--- src/rtl/memisland_arb_pkg.sv ---
// Shared types and the round-robin pick function for the memisland narrow-port arbiter.
// The *Cfg localparams set the configuration that the package types are sized for.
package memisland_arb_pkg;

    localparam int unsigned NumReqCfg  = 3;
    localparam int unsigned MaxTxnsCfg = 4;
    localparam int unsigned IdxWidth   = (NumReqCfg > 1) ? $clog2(NumReqCfg) : 1;
    localparam int unsigned FillWidth  = $clog2(MaxTxnsCfg + 1);

    typedef logic [IdxWidth-1:0]  req_idx_t;
    typedef logic [FillWidth-1:0] fill_t;

    typedef struct packed {
        logic     valid;
        req_idx_t idx;
    } rr_pick_t;

    // First asserted request at or after ptr, wrapping modulo NumReqCfg.
    function automatic rr_pick_t rr_pick(input logic [NumReqCfg-1:0] req, input req_idx_t ptr);
        rr_pick_t    res;
        int unsigned j;
        res = '0;
        for (int unsigned i = 0; i < NumReqCfg; i++) begin
            j = 32'(ptr) + i;
            if (j >= NumReqCfg) j = j - NumReqCfg;
            if (!res.valid && req[j]) begin
                res.valid = 1'b1;
                res.idx   = req_idx_t'(j);
            end
        end
        return res;
    endfunction

endpackage

--- src/rtl/memisland_arb_id_fifo.sv ---
// In-order FIFO of requester indices, one entry per accepted narrow-port transaction.
// The caller never pushes when full and never pops when empty.
module memisland_arb_id_fifo
    import memisland_arb_pkg::*;
#(
    parameter int unsigned Depth = MaxTxnsCfg
) (
    input  logic     clk_i,
    input  logic     rst_ni,
    input  logic     push_i,
    input  req_idx_t push_data_i,
    input  logic     pop_i,
    output req_idx_t head_o,
    output logic     full_o,
    output logic     empty_o,
    output fill_t    fill_o
);

    localparam int unsigned PtrWidth = (Depth > 1) ? $clog2(Depth) : 1;

    req_idx_t            mem_q [Depth];
    logic [PtrWidth-1:0] wptr_q;
    logic [PtrWidth-1:0] rptr_q;
    fill_t               fill_q;

    function automatic logic [PtrWidth-1:0] ptr_inc(input logic [PtrWidth-1:0] p);
        return (p == PtrWidth'(Depth - 1)) ? '0 : p + 1'b1;
    endfunction

    always_ff @(posedge clk_i) begin
        if (push_i) mem_q[wptr_q] <= push_data_i;
    end

    always_ff @(posedge clk_i or negedge rst_ni) begin
        if (!rst_ni) begin
            wptr_q <= '0;
            rptr_q <= '0;
            fill_q <= '0;
        end else begin
            if (push_i) wptr_q <= ptr_inc(wptr_q);
            if (pop_i)  rptr_q <= ptr_inc(rptr_q);
            case ({push_i, pop_i})
                2'b10:   fill_q <= fill_q + 1'b1;
                2'b01:   fill_q <= fill_q - 1'b1;
                default: fill_q <= fill_q;
            endcase
        end
    end

    assign head_o  = mem_q[rptr_q];
    assign full_o  = (fill_q == fill_t'(Depth));
    assign empty_o = (fill_q == '0);
    assign fill_o  = fill_q;

endmodule

--- src/rtl/memisland_narrow_arbiter.sv ---
// Round-robin arbiter sharing one narrow memisland port; routes responses back in issue order.
// Optional per-requester grant counters on perf_gnt_cnt_o with MEMISLAND_ARB_PERF_EN.
module memisland_narrow_arbiter
    import memisland_arb_pkg::*;
#(
    parameter int unsigned NumReq    = NumReqCfg,
    parameter int unsigned AddrWidth = 32,
    parameter int unsigned DataWidth = 32,
    parameter int unsigned MaxTxns   = MaxTxnsCfg
) (
    input  logic                            clk_i,
    input  logic                            rst_ni,
    input  logic [NumReq-1:0]               req_req_i,
    input  logic [NumReq*AddrWidth-1:0]     req_addr_i,
    input  logic [NumReq-1:0]               req_we_i,
    input  logic [NumReq*DataWidth-1:0]     req_wdata_i,
    input  logic [NumReq*DataWidth/8-1:0]   req_strb_i,
    output logic [NumReq-1:0]               req_gnt_o,
    output logic [NumReq-1:0]               req_rvalid_o,
    output logic [DataWidth-1:0]            req_rdata_o,
    output logic                            mem_req_o,
    output logic [AddrWidth-1:0]            mem_addr_o,
    output logic                            mem_we_o,
    output logic [DataWidth-1:0]            mem_wdata_o,
    output logic [DataWidth/8-1:0]          mem_strb_o,
    input  logic                            mem_gnt_i,
    input  logic                            mem_rvalid_i,
    input  logic [DataWidth-1:0]            mem_rdata_i,
    output logic [$clog2(MaxTxns+1)-1:0]    outstanding_o,
`ifdef MEMISLAND_ARB_PERF_EN
    output logic [NumReq*32-1:0]            perf_gnt_cnt_o,
`endif
    output logic                            resp_err_o
);

    localparam int unsigned StrbWidth = DataWidth / 8;

    if (NumReq != NumReqCfg || MaxTxns != MaxTxnsCfg) begin : g_cfg_check
        $error("memisland_narrow_arbiter: NumReq/MaxTxns must match memisland_arb_pkg");
    end

    rr_pick_t pick;
    req_idx_t rr_ptr_q, lock_idx_q, sel_idx, head_idx, rr_ptr_next;
    logic     lock_q, sel_vld, accept, pop, fifo_full, fifo_empty, resp_err_q;
    fill_t    fill;

    // A stalled request keeps its requester selected so the downstream payload stays stable.
    always_comb begin
        pick        = rr_pick(req_req_i, rr_ptr_q);
        sel_idx     = lock_q ? lock_idx_q : pick.idx;
        sel_vld     = lock_q || pick.valid;
        rr_ptr_next = (sel_idx == req_idx_t'(NumReq - 1)) ? '0 : sel_idx + 1'b1;

        mem_req_o   = rst_ni && sel_vld && !fifo_full;
        mem_addr_o  = '0;
        mem_we_o    = 1'b0;
        mem_wdata_o = '0;
        mem_strb_o  = '0;
        if (mem_req_o) begin
            mem_addr_o  = req_addr_i[sel_idx*AddrWidth +: AddrWidth];
            mem_we_o    = req_we_i[sel_idx];
            mem_wdata_o = req_wdata_i[sel_idx*DataWidth +: DataWidth];
            mem_strb_o  = req_strb_i[sel_idx*StrbWidth +: StrbWidth];
        end

        accept    = mem_req_o && mem_gnt_i;
        req_gnt_o = '0;
        if (accept) req_gnt_o[sel_idx] = 1'b1;

        pop          = rst_ni && mem_rvalid_i && !fifo_empty;
        req_rvalid_o = '0;
        if (pop) req_rvalid_o[head_idx] = 1'b1;
        req_rdata_o  = rst_ni ? mem_rdata_i : '0;
    end

    always_ff @(posedge clk_i or negedge rst_ni) begin
        if (!rst_ni) begin
            rr_ptr_q   <= '0;
            lock_q     <= 1'b0;
            lock_idx_q <= '0;
            resp_err_q <= 1'b0;
        end else begin
            if (accept) begin
                rr_ptr_q <= rr_ptr_next;
                lock_q   <= 1'b0;
            end else if (mem_req_o) begin
                lock_q     <= 1'b1;
                lock_idx_q <= sel_idx;
            end
            if (mem_rvalid_i && fifo_empty) resp_err_q <= 1'b1;
        end
    end

    memisland_arb_id_fifo #(
        .Depth (MaxTxns)
    ) u_id_fifo (
        .clk_i       (clk_i),
        .rst_ni      (rst_ni),
        .push_i      (accept),
        .push_data_i (sel_idx),
        .pop_i       (pop),
        .head_o      (head_idx),
        .full_o      (fifo_full),
        .empty_o     (fifo_empty),
        .fill_o      (fill)
    );

    assign outstanding_o = fill;
    assign resp_err_o    = resp_err_q;

`ifdef MEMISLAND_ARB_PERF_EN
    logic [31:0] perf_cnt_q [NumReq];

    always_ff @(posedge clk_i or negedge rst_ni) begin
        if (!rst_ni) begin
            for (int i = 0; i < NumReq; i++) perf_cnt_q[i] <= '0;
        end else if (accept) begin
            perf_cnt_q[sel_idx] <= perf_cnt_q[sel_idx] + 32'd1;
        end
    end

    for (genvar g = 0; g < NumReq; g++) begin : g_perf_out
        assign perf_gnt_cnt_o[g*32 +: 32] = perf_cnt_q[g];
    end
`endif

endmodule

--- config.mk ---
export PLATFORM = sky130hd
export DESIGN_NAME = memisland_narrow_arbiter
export DESIGN_NICKNAME = d
export VERILOG_FILES = /design/src/rtl/memisland_arb_pkg.sv /design/src/rtl/memisland_arb_id_fifo.sv /design/src/rtl/memisland_narrow_arbiter.sv
export SDC_FILE = /design/constraint.sdc
export NUM_CORES = 1
export LEC_CHECK = 0
export ABC_AREA = 1
export CORE_AREA = 2 2 140 142
export CTS_BUF_LIST = sky130_fd_sc_hd__clkbuf_8
export DETAILED_ROUTE_END_ITERATION = 6
export DIE_AREA = 0 0 142 144
export PLACE_DENSITY = 0.55
export SYNTH_ARGS = -nofsm -noshare
export SYNTH_HDL_FRONTEND = slang
export SYNTH_SLANG_ARGS = --single-unit
--- constraint.sdc ---
create_clock -name clk_i -period 3.6 [get_ports clk_i]
set_clock_uncertainty 0.1 [all_clocks]
set_input_delay 0.72 -clock clk_i [delete_from_list [all_inputs] [get_ports clk_i]]
set_output_delay 0.72 -clock clk_i [all_outputs]
set_load 0.01 [all_outputs]
==> results of run 1 <==
logic make-up after synthesis:
kind of cell	synth area share, %
flip-flops	15.8
AND/OR/NAND/NOR	52.2
adder cells (fa/ha/maj)	3.36
AO/OA/AOI/OAI	12.5
buffers and inverters	15.6
XOR/XNOR	0.490
worst max-delay path: stages:
cell           delay (ns)
dlygate4sd2_1        0.25
inv_1                0.08
nand2_1              0.07
nand3_2              0.08
nand2_2              0.07
buf_4                0.13
nand3_1              0.07
nand3_1              0.06
nand2_1              0.10
nand2_4              0.10
inv_4                0.09
buf_12               0.18
buf_4                0.16
nand2_1              0.07
a21oi_1              0.12
dlygate4sd2_1        0.29
state kept, by name, summed over array words and instances (netlist names):
register and count:
u_id_fifo.mem_q 8, u_id_fifo.fill_o 3, lock_idx_q 2, rr_ptr_q 2, u_id_fifo.rptr_q 2, u_id_fifo.wptr_q 2
lock_q 1, resp_err_o 1
through the flow:
stage	cell area, µm²	instances	TNS [ns]	utilization (%)
finish	8020	1312	0	42.0
global route	8020	1312	-0.102	42.0
CTS	8180	1308	0	42.9
detailed placement	7920	1296	-31.68	41.5
global placement	7920	1296	-32.15	41.5
floorplan	3580	678	0	-
timing repair:
item | 4_1_cts | 5_1_grt
gates resized for setup | 141 | 119
setup endpoints to repair | 73 | 72
pin swaps | 6 | 5
gates cloned | 4 | 1
buffers inserted | 4 | 3
final timing paths:
path / end / slack, ns / cells past startpoint
setup reg to reg: u_id_fifo.fill_o[2] / 0.69 / 19
hold / removal: resp_err_o / 0.37 / 1
hold reg to reg: resp_err_o / 0.37 / 1
setup / recovery: mem_strb_o[2] / 0.12 / 16
min in group asynchronous: u_id_fifo.fill_o[1] / 0.80 / 2
max in group asynchronous: u_id_fifo.wptr_q[1] / 2.29 / 2
layout make-up:
cell class | instances | area, µm² | share of cell area [%]
clock buffer | 3 | 41.3 | 0.515
clock inverter | 1 | 5.00 | 0.0624
inverter | 64 | 250 | 3.12
multi-input combinational | 539 | 2570 | 32.0
sequential | 21 | 566 | 7.05
tap | 238 | 298 | 3.71
timing repair buffer | 446 | 4300 | 53.5
cell usage in the layout (no fill, tap or decap), types with 5 or more instances in the layout:
master	netlist	layout
clkdlybuf4s15_1	0	6
dlygate4sd2_1	0	7
dfrtp_1	13	13
buf_12	0	18
o21ai_0	11	11
nand2_1	268	264
nand3_2	0	5
a21oi_1	72	67
clkdlybuf4s50_1	0	282
buf_4	5	63
a21oi_2	0	5
inv_1	61	58
clkbuf_2	0	41
nor2_1	12	10
buf_2	20	19
edfxtp_1	8	8
ha_1	8	6
nand3_1	151	146
power by group through the flow:
stage | sequential, mW | clock, mW | combinational, mW
2_1_floorplan | 0.416 | 0 | 3.40
4_1_cts | 0.423 | 0.161 | 7.07
6_report | 0.424 | 0.154 | 6.99
5_1_grt | 0.435 | 0.173 | 7.68
3_5_place_dp | 0.425 | 0 | 6.66
3_3_place_gp | 0.423 | 0 | 6.68
metal layers:
| metal | up-vias | GRT usage (%) | wire, µm |
|---|---|---|---|
| met5 | - | 0 | 16 |
| met4 | 2 | 3.89 | 309 |
| met3 | 22 | 3.97 | 1530 |
| met2 | 247 | 33.2 | 10400 |
| met1 | 2585 | 20.9 | 7800 |
| li1 | 2981 | - | - |
cells in the mapped netlist (2+ instances only):
| cell | number |
|---|---|
| nand2_1 | 268 |
| nor3_1 | 4 |
| a21oi_1 | 72 |
| nand3_1 | 151 |
| inv_1 | 61 |
| buf_4 | 5 |
| buf_1 | 2 |
| xnor2_1 | 2 |
| clkbuf_1 | 17 |
| o21ai_0 | 11 |
| nor2_2 | 2 |
| dfrtp_1 | 13 |
| buf_6 | 9 |
| edfxtp_1 | 8 |
| buf_2 | 20 |
| inv_2 | 3 |
| nor2_1 | 12 |
| nand2_2 | 2 |
| ha_1 | 8 |
==> results by stage, run 1 <==
Setup path:
- The worst endpoint required time is around 2.8 ns.
- The worst setup path is captured at an output pin.
- The critical path starts at req_req_i[0].
- The startpoint identified for the worst register-to-register timing path is rr_ptr_q[1].
- The highest fanout seen on the critical path is 25.
- The critical path start-end classification is in -> out.
- STA classifies the critical path startpoint as an input pin.
- At the worst endpoint, the arrival time is between 2 and 3 ns.

Layout:
- The net count of the finished layout is about 1300.
- The layout cell share with drive strength beyond 1 is about 17%.
- The number of fill cells in the layout is roughly 2100.
- The count of inserted antenna diode cells is 0.
- The signed area change from the synthesized netlist to the final layout is 124%.

Detailed routing:
- Summed over all layers, the routed wires come to around 20 mm.
- The residual antenna-violating net count after detailed routing is 0.
- The routed layout has 5837 vias.
- After detailed routing, the number of vias per cell comes to 4.45.
- In the routed design, unresolved DRC markers number 0.
- The wire length per cell is around 15 µm.
- The pre-antenna-repair detailed-routing pass consisted of 4 iterations.
- For this block, the initial DRC count from the detailed router was about 270.

Clock network:
- For the worst-skew pair, the clock arrives at the later sink with an insertion delay of approximately 0.26 ns.
- No sink is reached through more buffers than the 2 on the longest clock path.
- The H-tree depth is 1.
- The clock-pin slew reported for the worst setup and hold paths after clock tree synthesis is about 0.080 ns.
- TritonCTS created 3 clock buffers.
- The number of hold buffers added after cts is 0.
- TritonCTS built the clock tree.
- The clock net in this run drives a total of 21 sinks.
- The clock tree root driver cell is clkbuf_8.

Synthesis:
- The sequential share of the synthesized area is 15.8%.
- The register bit count reported by yosys is 21.
- The count of mapped cells out of synthesis is slightly below 700.
- In the synthesized netlist the dominant register cell turns out to be dfrtp_1.
- In this run the biggest area consumer among cell types represents between 20 and 30% of the synthesized area.
- The proportion of synthesized flip-flops having asynchronous set or reset is roughly 62%.
- Counting every net in the synthesized netlist gives approximately 930.
- Yosys attributes the largest share of cell area to nand2_1 28%, nand3_1 21%, a21oi_1 10%, dfrtp_1 9.1%, edfxtp_1 6.7%.
- Summed over all instances, the cell type with the most area after synthesis is nand2_1.
- The netlist uses 27 different library cells.
- The cell area that synthesis handed to floorplanning was roughly 0.0036 mm².
- The number of enable flip-flop cells after synthesis is 8.
- The number of warnings reported in the yosys synthesis log is 0.
- The mean post-synth cell area is 5.28 µm².

Placement:
- The number of buffer cells added on primary ports is around 360.
- The setup slack after placement is -0.539 ns.
- The placed wire-length estimate is between 15 and 20 mm.
- The global placement routability congestion is roughly 0.82.

Power and ir drop:
- Dividing total power by cell area gives a power density of approximately 940 mW/mm².
- The clock network is responsible for ~2.0% of the overall power.
- For this design the static power due to leakage is between 3 and 4 nW.
- The switching portion of total power is 50.2%.
- The combinational fraction of design power is a little over 90%.
- Sequential cells account for under 10% of the total power.
- The internal power component is 3.77 mW.
- Overall power consumption after layout is estimated at approximately 7.6 mW.
- The worst-case IR drop observed on VDD is approximately 0.00059 V.
- Summed over all nets, the switching power comes to approximately 3.8 mW.

GRT:
- The number of antenna violations at the first check in global routing is 2.
- The via count of the first global-routing pass was 5459.
- After global routing the overflow that remains totals 0.
- The pin count of the biggest net entering global routing is 46.
- The total global routing track utilization is between 10% and 20%.
- The first-pass GRT wire length is 28.9 mm.

Job:
- The max capacitance violation total is 0.

Timing:
- The worst hold margin is 0.371 ns.
- Setup violations remaining at the end of the flow were counted as 0.
- Measured against its own limit, the worst slew margin works out to 70.2%.
- The maximum achievable frequency is 0.287 GHz.
- The post-route clock period utilization is about 97%.
- The number of max-slew violations in the final report was 0.
- The worst-margin pin slew is 0.446 ns.
- The shortest period the worst path allows is between 3 and 4 ns.
- Setup repair after global routing could not meet its margin everywhere.
- Across all setup checks in the final design, the least slack found is ~0.12 ns.
- The number of endpoints with negative hold slack in the final report is 0.

Run status:
- The flow ran to the end, and the final reports show no timing, DRC or antenna violations.

Floorplan:
- In this run the horizontal extent of the chip is between 100 and 150 µm.
- The die height is ~140 µm.
- Once the floorplan was initialized, standard cells occupied a little under a fifth of the core.
- The standard-cell row count is slightly above 50.
- During I/O placement, the number of pins put on the boundary was around 360.
- After floorplanning, the core was sized to cover ~0.019 mm².
- The total die area is 0.0204 mm².

Min path:
- The worst min-delay path startpoint is resp_err_o.
- The tightest min-delay check is of the reg -> reg type.
Note: power is estimated with default switching activity, not from simulation.
==> run 2, diff against run 1 <==
--- a/config.mk
+++ b/config.mk
@@ -6,11 +6,12 @@
 export NUM_CORES = 1
 export LEC_CHECK = 0
 export ABC_AREA = 1
+export ABC_CLOCK_PERIOD_IN_PS = 3600
 export CORE_AREA = 2 2 140 142
 export CTS_BUF_LIST = sky130_fd_sc_hd__clkbuf_8
 export DETAILED_ROUTE_END_ITERATION = 6
 export DIE_AREA = 0 0 142 144
-export PLACE_DENSITY = 0.55
+export PLACE_DENSITY_LB_ADDON = 0.1
 export SYNTH_ARGS = -nofsm -noshare
 export SYNTH_HDL_FRONTEND = slang
 export SYNTH_SLANG_ARGS = --single-unit
==> run 2 against run 1 <==
- first-iteration DRC count is 19% lower
- setup slack got worse by 0.010 ns
- design area decreased by 1.1%
- combinational power is 2% lower
- via count unchanged
- critical path type unchanged
- largest cell class unchanged
==> results by stage, run 2 (synthesis gave the netlist of run 1 again) <==
Detailed routing:
- The wire length per cell is approximately 16 µm.
- The detailed router finished its first iteration with ~220 violations.
- The overall via count from detail_route is 5837.
- The routed design has a little over 20 mm of wire.
- The number of remaining DRC errors is 0.
- The detailed-router iteration count before antenna repair is 6.
- In this run the remaining antenna-violating nets after routing total 0.
- The number of vias per cell is roughly 4.5.

Run status:
- The run finished with clean final reports.

Clock network:
- The clock tree root driver cell is clkbuf_8.
- The clock-pin slew reported for the worst setup and hold paths after clock tree synthesis is roughly 0.070 ns.
- In this run, CTS created clock tree buffers numbering 3.
- In this run the number of H-tree levels came out at 1.
- The TritonCTS clock tree is yes.
- At the later pin of the worst-skew pair, clock insertion delay measures around 0.26 ns.
- The clock sink count is 21.
- The maximum buffer depth of the clock tree is 2.

Layout:
- The area of all placed cells without fillers is 0.00794 mm².
- Compared with the post-synthesis result, the final layout area differs by 122%.
- The layout cell share with drive strength beyond 1 is 17.6%.
- The register with the most flip-flops in the layout has 8 of them.
- The final layout net count is ~1300.
- Leaving out fill and tap cells, the most frequent cells in the layout are 282 x clkdlybuf4s50_1, 265 x nand2_1, 149 x nand3_1, 58 x inv_1, 58 x a21oi_1.
- Leaving out fill and tap cells, the most frequent cell in the layout is clkdlybuf4s50_1.
- Counting flops per register, the top entry is u_id_fifo.mem_q.
- The fraction of the core area covered by cells at the end of the flow is between 40% and 50%.
- The number of fill cells in the layout is 2015.

Timing:
- Setup violations remaining at the end of the flow were counted as 0.
- Setup repair after global routing could not meet its margin everywhere.
- The number of max-slew violations in the final report is 0.
- Based on the critical path, the design can be clocked at up to about 0.29 GHz.
- Measured against its own limit, the worst slew margin works out to 68.8%.
- The worst path uses between 90% and 100% of the clock period.
- The number of endpoints with negative hold slack in the final report is 0.
- The worst-margin pin slew is around 0.47 ns.
- The clock period could shrink to approximately 3.5 ns.

Setup path:
- For the worst flop-to-flop path, the logic depth is 20.
- The endpoint type of the worst setup path is an output pin.
- The arrival time of data at the critical path endpoint is between 2 and 3 ns.
- STA classifies the critical path startpoint as an input pin.
- The highest fanout seen on the critical path is 20.
- The worst endpoint required time is 2.78 ns.
- The critical path start-end classification is in -> out.

Placement:
- Summing all placed instances gives a cell area of between 0.007 and 0.008 mm².
- At the end of routability-driven placement, the weighted congestion stood at around 0.85.
- During placement, the flow inserted port buffers numbering approximately 360.
- The placed wire-length estimate is 15.8 mm.

GRT:
- The first-pass GRT wire length is between 20 and 30 mm.
- The pin count of the biggest net entering global routing is between 60 and 70.
- After global routing the overflow that remains totals 0.
- Global routing used ~19% of the available tracks.
- The number of antenna violations at the first check in global routing is 2.
- The via count of the first global-routing pass came to between 5000 and 6000.

Floorplan:
- The initialized floorplan defines 51 standard-cell rows.
- The die width is between 100 and 150 µm.
- The total area inside the core boundary comes to ~0.019 mm².
- The number of placed I/O pins is around 360.
- The die height is between 100 and 150 µm.
- The total die area is slightly above 0.02 mm².
- The starting density of the core is between 10% and 20%.

Power and ir drop:
- Across the VDD grid, the largest voltage drop is 0.000519 V.
- The net switching power figure is ~3.8 mW.
- The internal portion of the total power is between 3 and 4 mW.
- The share of total power dissipated in combinational logic is ~92%.
- The switching portion of total power is about half.
- In this run the power density over the cells is roughly 940 mW/mm².
- The share of power burned in the clock network is 2.1%.
- The proportion of power drawn by flip-flops and latches is approximately 5.7%.
- Summed over all cells, the static leakage comes to 3.91 nW.

Job:
- The max capacitance violation total is 0.

Min path:
- The type of the worst min-delay path is reg -> reg.
- Counting instances, the worst hold path has a depth of 1.
==> run 2: changes by cell type in the layout (fill, tap and decap cells not counted), moves of 2 or more <==
cell | previous run | this run
buf_4 | 63 | 52
clkbuf_2 | 41 | 52
a21oi_1 | 67 | 58
a21oi_2 | 5 | 14
clkdlybuf4s15_1 | 6 | 1
diode_2 | 0 | 3
dlygate4sd2_1 | 7 | 4
nand3_1 | 146 | 149
nand3_2 | 5 | 2
buf_12 | 18 | 16
buf_2 | 19 | 17
buf_6 | 2 | 4
dlymetal6s2s_1 | 2 | 0
==> run 2: final timing paths <==
| path | from | endpoint | slack (ns) |
|---|---|---|---|
| setup / recovery | req_req_i[2] | req_gnt_o[2] | 0.11 |
| hold / removal | resp_err_o | resp_err_o | 0.36 |
| min in group asynchronous | rst_ni | u_id_fifo.wptr_q[0] | 0.82 |
| hold reg to reg | resp_err_o | resp_err_o | 0.36 |
| max in group asynchronous | rst_ni | rr_ptr_q[0] | 2.26 |
| setup reg to reg | rr_ptr_q[1] | u_id_fifo.fill_o[2] | 0.70 |
==> run 2: area by class of cell <==
type	instances	area, µm²	share of cell area, %
Multi-Input combinational cell	539	2580	32.5
Timing Repair Buffer	437	4190	52.8
Sequential cell	21	566	7.13
Clock buffer	3	41.3	0.520
Inverter	64	253	3.18
Clock inverter	1	5.00	0.0631
Tap cell	238	298	3.75
Antenna cell	3	7.51	0.0946
==> run 2: power groups by stage <==
stage | clock network, mW | logic (mW) | registers (mW)
2_1_floorplan | 0 | 3.40 | 0.416
3_3_place_gp | 0 | 6.42 | 0.425
3_5_place_dp | 0 | 6.35 | 0.423
4_1_cts | 0.158 | 6.85 | 0.422
5_1_grt | 0.166 | 7.55 | 0.435
6_report | 0.154 | 6.88 | 0.422
==> run 2: through the flow <==
| stage | worst slack, ns | power [mW] | setup TNS [ns] | cells | hold WS, ns |
|---|---|---|---|---|---|
| 2_1_floorplan | 0.725 | 3.82 | 0 | 678 | 0.324 |
| 3_3_place_gp | -0.505 | 6.85 | -31.07 | 1283 | 0.345 |
| 3_5_place_dp | -0.488 | 6.78 | -30.01 | 1283 | 0.346 |
| 4_1_cts | 0.000506 | 7.43 | 0 | 1297 | 0.364 |
| 5_1_grt | -0.0405 | 8.15 | -0.0546 | 1305 | 0.373 |
| 6_report | 0.109 | 7.46 | 0 | 1306 | 0.357 |
==> run 2: what timing repair did <==
item	4_1_cts	5_1_grt
hold buffers	0	0
resized for setup	138	143
buffers inserted	5	5
endpoints found under the setup margin	73	70
gates cloned	5	1
pin swaps	5	7
==> run 2: routing by layer <==
metal | share of wire [%] | global-route usage, % | vias to the layer above
met5 | 0 | 0 | -
met4 | 2.2 | 4.21 | 0
met3 | 8.0 | 4.74 | 26
met2 | 52 | 35.9 | 260
met1 | 38 | 20.1 | 2588
li1 | - | - | 2963
==> run 2: worst max-delay path, cell delays in order <==
cell and delay, ns:
dlygate4sd2_1 0.27, nand3_2 0.10, nand2_1 0.06, nor2_2 0.14, nand3_1 0.11, nor2_1 0.12, nor2_2 0.07, nand2_4 0.11
nand2_8 0.10, buf_4 0.17, buf_12 0.14, nor3_1 0.24, dlygate4sd1_1 0.32
